[src/rtl/bus_responder_pkg.sv]
// rtl/bus_responder_pkg.sv - transfer and response encodings shared by the bus responder
package bus_responder_pkg;

   typedef enum logic {
      IDLE   = 1'b0,
      NONSEQ = 1'b1
   } pkg_trans;

   typedef enum logic [1:0] {
      PENDING = 2'd0,
      SUCCESS = 2'd1,
      ERROR_1 = 2'd2,
      ERROR_2 = 2'd3
   } pkg_resp;

endpackage

[src/rtl/bus_responder_decode.sv]
// rtl/bus_responder_decode.sv - combinational request decoder; read-only window under BUS_RESPONDER_RO_EN
module bus_responder_decode
   import bus_responder_pkg::*;
#(
   parameter int ADDR_WIDTH = 32,
   parameter int DATA_WIDTH = 32,
   parameter int DEPTH      = 64,
   parameter int RO_WORDS   = 4
) (
   input  logic [ADDR_WIDTH-1:0] addr,
   input  logic                  write,
   output logic [1:0]            resp
);

   localparam int BYTE_SHIFT = $clog2(DATA_WIDTH / 8);

   logic [ADDR_WIDTH-1:0] word;
   logic                  misaligned;
   logic                  out_of_range;
   logic                  ro_hit;

   // full-width compare so high address bits never alias into storage
   assign word         = addr >> BYTE_SHIFT;
   assign misaligned   = |addr[BYTE_SHIFT-1:0];
   assign out_of_range = (word >= ADDR_WIDTH'(DEPTH));

`ifdef BUS_RESPONDER_RO_EN
   assign ro_hit = write && (word < ADDR_WIDTH'(RO_WORDS));
`else
   logic unused_ro;
   assign unused_ro = write ^ (RO_WORDS != 0);
   assign ro_hit    = 1'b0;
`endif

   always_comb begin
      resp = SUCCESS;
      if (misaligned)
         resp = ERROR_2;
      else if (out_of_range)
         resp = ERROR_1;
      else if (ro_hit)
         resp = ERROR_2;
   end

endmodule

[src/rtl/bus_responder.sv]
// rtl/bus_responder.sv - memory-backed bus responder with fixed wait states; option BUS_RESPONDER_RO_EN
module bus_responder
   import bus_responder_pkg::*;
#(
   parameter int ADDR_WIDTH  = 32,
   parameter int DATA_WIDTH  = 32,
   parameter int DEPTH       = 64,
   parameter int WAIT_CYCLES = 2,
   parameter int RO_WORDS    = 4
) (
   input  logic                  clk,
   input  logic                  rst,
   input  logic                  i_trans,
   input  logic [ADDR_WIDTH-1:0] i_addr,
   input  logic                  i_write,
   input  logic [DATA_WIDTH-1:0] i_wdata,
   output logic [1:0]            o_resp,
   output logic [DATA_WIDTH-1:0] o_rdata
);

   localparam int CNT_W      = (WAIT_CYCLES > 0) ? $clog2(WAIT_CYCLES + 1) : 1;
   localparam int IDX_W      = (DEPTH > 1) ? $clog2(DEPTH) : 1;
   localparam int BYTE_SHIFT = $clog2(DATA_WIDTH / 8);

   typedef enum logic [1:0] {
      S_IDLE = 2'd0,
      S_WAIT = 2'd1,
      S_RESP = 2'd2
   } state_t;

   state_t                state, state_next;
   logic                  accept;
   logic [CNT_W-1:0]      cnt;
   logic [ADDR_WIDTH-1:0] lat_addr;
   logic                  lat_write;
   logic [DATA_WIDTH-1:0] lat_wdata;
   logic [DATA_WIDTH-1:0] mem [DEPTH];

   logic [ADDR_WIDTH-1:0] dec_addr;
   logic                  dec_write;
   logic [DATA_WIDTH-1:0] dec_wdata;
   logic [1:0]            dec_resp;
   logic [IDX_W-1:0]      idx;

   // with zero wait states the response is formed on the accepting edge, so decode the live inputs
   assign dec_addr  = (state == S_IDLE) ? i_addr  : lat_addr;
   assign dec_write = (state == S_IDLE) ? i_write : lat_write;
   assign dec_wdata = (state == S_IDLE) ? i_wdata : lat_wdata;
   assign idx       = dec_addr[BYTE_SHIFT +: IDX_W];

   bus_responder_decode #(
      .ADDR_WIDTH (ADDR_WIDTH),
      .DATA_WIDTH (DATA_WIDTH),
      .DEPTH      (DEPTH),
      .RO_WORDS   (RO_WORDS)
   ) u_decode (
      .addr  (dec_addr),
      .write (dec_write),
      .resp  (dec_resp)
   );

   always_ff @(posedge clk or posedge rst) begin
      if (rst)
         state <= S_IDLE;
      else
         state <= state_next;
   end

   always_comb begin
      state_next = state;
      accept     = 1'b0;
      case (state)
         S_IDLE: begin
            if (i_trans == NONSEQ) begin
               accept     = 1'b1;
               state_next = (WAIT_CYCLES == 0) ? S_RESP : S_WAIT;
            end
         end
         S_WAIT: begin
            if (cnt == CNT_W'(1))
               state_next = S_RESP;
         end
         S_RESP:  state_next = S_IDLE;
         default: state_next = S_IDLE;
      endcase
   end

   always_ff @(posedge clk or posedge rst) begin
      if (rst) begin
         cnt       <= '0;
         lat_addr  <= '0;
         lat_write <= 1'b0;
         lat_wdata <= '0;
         o_resp    <= PENDING;
         o_rdata   <= '0;
         for (int i = 0; i < DEPTH; i++)
            mem[i] <= '0;
      end else begin
         if (accept) begin
            lat_addr  <= i_addr;
            lat_write <= i_write;
            lat_wdata <= i_wdata;
            cnt       <= CNT_W'(WAIT_CYCLES);
         end else if (state == S_WAIT) begin
            cnt <= cnt - CNT_W'(1);
         end

         if (state_next == S_RESP) begin
            o_resp  <= dec_resp;
            o_rdata <= (dec_resp == SUCCESS && !dec_write) ? mem[idx] : '0;
            if (dec_resp == SUCCESS && dec_write)
               mem[idx] <= dec_wdata;
         end else begin
            o_resp  <= PENDING;
            o_rdata <= '0;
         end
      end
   end

endmodule

[config.mk]
export PLATFORM = sky130hd
export DESIGN_NAME = bus_responder
export DESIGN_NICKNAME = d
export VERILOG_FILES = /design/src/rtl/bus_responder_pkg.sv /design/src/rtl/bus_responder_decode.sv /design/src/rtl/bus_responder.sv
export SDC_FILE = /design/constraint.sdc
export NUM_CORES = 2
export LEC_CHECK = 0
export CAP_MARGIN = 25
export CORE_ASPECT_RATIO = 1.5
export CORE_UTILIZATION = 45
export DETAILED_ROUTE_END_ITERATION = 8
export PLACE_DENSITY = 0.61
export SETUP_SLACK_MARGIN = 0.15
export SYNTH_ARGS = -nofsm -noshare
export SYNTH_HDL_FRONTEND = slang
export SYNTH_SLANG_ARGS = --single-unit
[constraint.sdc]
create_clock -name clk -period 105.5 [get_ports clk]
set_input_delay 21.1 -clock clk [delete_from_list [all_inputs] [get_ports clk]]
set_output_delay 21.1 -clock clk [all_outputs]
set_load 0.02 [all_outputs]
# Word-level counts from Yosys, hierarchy flattened

Index checks and enable logic that the tools add are counted.

Add/sub/neg operators: 1
Reductions and logical operators: 8
Bitwise gates (word level): 1
Mux-type cells: 21
Magnitude comparators: 3
Equality and inequality tests: 4

Operator list:

| kind                  | count |
|---|---|
| $bwmux W2048          | 1 |
| $mux W32              | 7 |
| $bmux W32 S6          | 1 |
| $demux W32 S6         | 1 |
| $ge A30 B7 Y1 const B | 1 |
| $mux W2               | 7 |
| $ge A7 B7 Y1 const B  | 1 |
| $lt A7 B1 Y1 const B  | 1 |
| $not A6 Y7            | 1 |
| $eq A2 B1 Y1 const B  | 3 |
| $pmux W2 S2           | 1 |
| $logic_and A1 B1 Y1   | 3 |
| $mux W1               | 3 |
| $eq A2 B2 Y1 const B  | 1 |
| $logic_not A2 Y1      | 1 |
| $reduce_and A2 Y1     | 1 |
| $reduce_bool A2 Y1    | 1 |
| $reduce_or A2 Y1      | 1 |
| $sub A2 B1 Y2 const B | 1 |
| $logic_not A1 Y1      | 1 |

Output and inout port bits: 34
Bits of input ports: 68
Bits in registers: 2,151
Logic and storage cells: 109

# Longest topological paths before layout

Depth after elaboration: 9
Mapped depth: 13
Gate-level depth less buffers: 10

# Modules after synthesis

A second synthesis with hierarchy kept.

Cell total of the unflattened synthesis: 10,086
Area total of the unflattened synthesis: 92,150.9 µm²

By module, submodules not included:

| module               | times used | cells each | area each (µm²) | sequential area each (µm²) |
|---|---|---|---|---|
| bus_responder        | 1          | 10,073     | 92,040.8        | 53,826.6 |
| bus_responder_decode | 1          | 13         | 110.1           | 0.0 |

# Least setup slack after synthesis

No wires, ideal clock.

Path kind: input to register
From: in i_addr[3]
To: reg o_rdata[26]
Setup time: 111 ps
Path buffers: 2
Slack: 82,357 ps
Stages: 8
Data required time: 105,389 ps
Arrival time: 23,031 ps
Cells stage by stage: buf_2 and2_1 mux2_2 clkbuf_1 a221oi_1 nor2_1 or4_1 a2111oi_2

Longest elaborated chain between the ends: 8
Elaborated cells between the ends (all ways): 12
Those cells by class: 1 x order compare; 1 x eq/ne; 8 x mux; 1 x bitwise; 1 x reduce/logical

RTL lines:

| item                 | RTL line                   | text |
|---|---|---|
| start, declared      | bus_responder.sv:14        | `input logic [ADDR_WIDTH-1:0] i_addr,` |
| $mux W32 (*)         | bus_responder.sv:46        | `assign dec_addr = (state == S_IDLE) ? i_addr : lat_addr;` |
| $ge A30 B7 Y1        | bus_responder_decode.sv:25 | `assign out_of_range = (word >= ADDR_WIDTH'(DEPTH));` |
| $mux W2              | bus_responder_decode.sv:39 | `else if (out_of_range)` |
| $mux W2              | bus_responder_decode.sv:37 | `if (misaligned)` |
| $eq A2 B1 Y1         | bus_responder.sv:110       | `o_rdata <= (dec_resp == SUCCESS && !dec_write) ? mem[idx] : '0;` |
| $logic_and A1 B1 Y1  | bus_responder.sv:110       |  |
| $mux W32 (*)         | bus_responder.sv:110       |  |
| $mux W32 (*)         | bus_responder.sv:108       | `if (state_next == S_RESP) begin` |
| end signal, assigned | bus_responder.sv:110       |  |
| end, declared        | bus_responder.sv:18        | `output logic [DATA_WIDTH-1:0] o_rdata` |

Every way passes the cells marked *; elsewhere a longest branch is shown, timed or not. The select of a mux whose other input is x is not followed.
A chain may end at the register's enable or synchronous reset.

# Final worst setup path

From: in i_addr[4]
To: reg o_rdata[3]

Same word-level chain as after synthesis.

==> PnR_summary.wiki <==
{| class="wikitable"
! Metric !! Value
|-
| EDFF count, synth || 0
|-
| Chip Height || approximately 550 microns
|-
| Number of distinct library cells after synthesis || 82
|-
| TritonCTS clock tree || done
|-
| Leading post-synthesis cells by cell area || dfrtp_1 (59%), o21ai_0 (11%), nand2_1 (11%), o22ai_1 (3.7%), clkbuf_1 (2.7%)
|-
| Area added between synthesis and finish || 12.02%
|-
| Warning count from the yosys run || 0
|-
| Vias in the first global route || 73370
|-
| Clock Skew || 0.04032 ns
|-
| Average vias per placed instance || ~6.2
|-
| CTS-repair resized insts || 0
|-
| Total wirelength of the detailed-routed design || 360200 microns
|-
| Simple-gate share of the synthesized area || approximately 14%
|-
| Largest family of logic cells by synthesized area || compound AO/OA/AOI/OAI gates
|-
| Antenna violations before repair || 24
|-
| Clk pin slew, worst setup/hold paths || 0.06 ns
|-
| Number of rows created at floorplan || 201
|-
| Top cell type's share of synthesized area || between 50 and 60%
|-
| Cell with the most instances on the worst path || buf_4
|-
| Arithmetic-cell share of the synthesized area counting full adders, half adders and majority gates || less than 1%
|-
| Delay-heaviest family, CP || buffers and inverters
|-
| Setup TNS after final layout || 0 ns
|-
| Run status || completed
|-
| GRT Residual Overflow || 0
|-
| Starting utilization of the core area || a little under half
|-
| Worst slew pin tran || about 1.2 ns
|-
| Unrepaired setup endpoints after global routing || false
|-
| Drc violations || 0
|-
| Required time of the critical path || 106.23 ns
|-
| Number of hold violations in the final report || 0
|-
| Maximum fanout along the worst path || 47
|-
| Port Buffer Count || a little over 100
|-
| Proportion of synthesized area in mux cells || under 10%
|-
| Worst-Skew Late Latency || 0.87 ns
|-
| Setup violations, final || 0
|-
| Share of cells above drive strength 1 || under 10%
|-
| Overall track demand over capacity in global routing || 35.38%
|-
| Clock root buffer master || clkbuf_16
|-
| Relative slew margins || around a fifth
|-
| Asr flop ratio synth || 100.0%
|-
| Final number of max-transition violations || 0
|-
| Number of synthesized register bits || between 2000 and 2500
|-
| Inserted Clock Buffers || approximately 210
|-
| Cell area after technology mapping || between 0.09 and 0.1 sq mm
|-
| IO Count || 102
|-
| Arrival time of the worst setup path || between 20 and 30 ns
|-
| Maximum vdd drop || about 0.034 mV
|-
| Floorplan Core Area || between 0.15 and 0.2 sq mm
|-
| Synthesized area per cell || approximately 9.3 sq um
|-
| Most common library cell in the layout ignoring fill and taps || nand2_1
|-
| CTS Hold Buffers Added || 0
|-
| Net count after synthesis || 9760
|-
| Sequential fraction of the synthesis area || 59.41%
|-
| Slowest cell on the critical path || buf_4
|-
| Iteration-0 DRC Markers || ~8500
|-
| XOR/XNOR Fraction of Synth Area || 0%
|-
| Class of the worst hold path || flip-flop to flip-flop
|-
| Fmax achieved || between 30 and 40 MHz
|-
| Maximum single-stage delay on the critical path || 0.81 ns
|-
| H-tree levels || 4
|-
| Pin count of the biggest net entering global routing || between 150 and 200
|-
| Post-synth top area cell || dfrtp_1
|-
| Clock tree sinks || about 2200
|-
| Number of post-CTS setup repair buffers || 0
|-
| Final core utilization || 50.77%
|-
| Final period utilization || 24.14%
|-
| Post-detail-place hpwl || ~200000 microns
|-
| Worst setup EP type || flip-flop
|-
| Wire length of the first global-routing pass || about 520000 microns
|-
| Final critical delay including setup and external delays || 25.47 ns
|-
| Leakage Power || roughly 44 nW
|-
| Max_cap viols || 0
|-
| Number of buffers on the longest clock path || 4
|-
| Wire length per cell after detailed routing || 29.69 microns
|-
| Synthesized-area fraction occupied by ao, oa, aoi and oai cells || around a fifth
|-
| Ordered cell list for the critical path || clkdlybuf4s50_1, and2_1, mux2i_4, buf_4, buf_4, buf_4, o221ai_1, o21ai_0, o22ai_1, or4_1, nor4_1
|-
| Total die area || about 0.20 sq mm
|-
| Via count || about 76000
|-
| Post-synth top flop || dfrtp_1
|-
| Width of the chip || between 300 and 400 microns
|-
| Syn Inst Count || around 9700
|-
| Power consumption || between 2 and 3 mW
|-
| Sort of element at the start of the critical path || input pin
|-
| Number of nets with antenna violations after detailed routing || 0
|-
| Pre-antenna DRT Iters || 8
|-
| Areal power density over the cells || ~26 mW/mm^2
|-
| Net count reported at finish || ~9400
|-
| Number of buffer and inverter stages on the critical path || 4
|-
| Most frequent cells in the layout || nand2_1 (2644), dfrtp_1 (2151), o21ai_0 (2044)
|-
| Worst Path Class, Setup || input pin to flip-flop
|-
| Weighted congestion at the end of routability-driven global placement || 0.8815
|}
metal layers:
metal / routed length, microns / up-vias / global-route usage [%]
met3: 34860 / 1296 / 7.438
met2: 162800 / 4150 / 55.53
li1: - / 32890 / -
met4: 29000 / 12 / 24.18
met1: 133400 / 37460 / 43.98
met5: 96 / - / 0
worst reg2reg max path: stages (launching register included):
cell      delay (ns)
dfrtp_1         0.83
or2_1           0.64
mux2i_4         0.75
buf_4           0.68
buf_4           0.87
buf_4           0.62
o221ai_1        0.18
o21ai_0         0.23
o22ai_1         0.13
or4_1           0.49
nor4_1          0.33
final cells by class:
cell class | instances | area [sq um]
well taps | 2639 | 3302
flip-flops and latches | 2151 | 53830
clock inverters | 61 | 795.8
diodes | 11 | 27.53
repair buffers | 333 | 3248
multi-input cells | 6634 | 34220
fillers | 18250 | 98430
clock buffers | 298 | 6057
inverters | 5 | 26.28
registers in the layout, indices dropped and copies added, names as in the netlist:
name and count:
cnt 2, lat_write 1, lat_wdata 32, state 2
o_rdata 32, lat_addr 32, mem 2048, o_resp 2
cell families after synthesis:
group / count (synthesis)
adder cells (fa/ha/maj): 1
multiplexers: 183
flip-flops: 2151
AO/OA/AOI/OAI: 3264
AND/OR/NAND/NOR: 3186
buffers and inverters: 906
metrics by stage:
| step | worst slack (ns) | cells | hold WS (ns) | instance area, sq um |
|---|---|---|---|---|
| 5_1_grt | 79.58 | 12120 | 0.4907 | 101500 |
| 3_3_place_gp | 78.85 | 11740 | 0.4536 | 94070 |
| 3_5_place_dp | 78.73 | 11750 | 0.4640 | 94260 |
| 2_1_floorplan | 23.63 | 9691 | 0.4418 | 90610 |
| 6_report | 80.03 | 12130 | 0.4769 | 101500 |
| 4_1_cts | 79.62 | 12110 | 0.4772 | 101100 |
synthesized netlist by cell type (19+ instances only):
cell,number
buf_1,36
o21ai_1,80
nor4_1,45
a211oi_1,23
a32o_1,32
nor3_1,65
nand2_1,2668
nor2_1,164
o221ai_1,51
a31oi_1,68
and3_1,26
buf_4,23
nand3_1,144
dfrtp_1,2151
o22ai_1,537
o21ai_0,2044
a21oi_1,221
a32oi_1,96
buf_2,190
or4_1,19
mux2i_1,116
mux2_2,66
clkbuf_1,646
where the power goes:
part           internal [mW]  switching (mW)  total, mW  leakage [nW]
clock                  0.441           0.330      0.771          3.39
sequential             0.839          0.0122      0.851          29.9
combinational          0.245           0.779       1.02          10.8
total                   1.52            1.12       2.65          44.1
worst paths after layout:
kind                       slack (ns)          to  depth (start not counted)  startpoint
max                             80.03  o_rdata[3]                         11   i_addr[4]
min                              0.48    mem[679]                          2    mem[679]
max reg2reg                     99.63  o_rdata[3]                         10    state[0]
min reg2reg                      0.48    mem[679]                          2    mem[679]
max in group asynchronous       80.30   mem[1590]                          8         rst
min in group asynchronous       20.78   mem[1364]                          2         rst
Power figures use the tool's default switching activity.
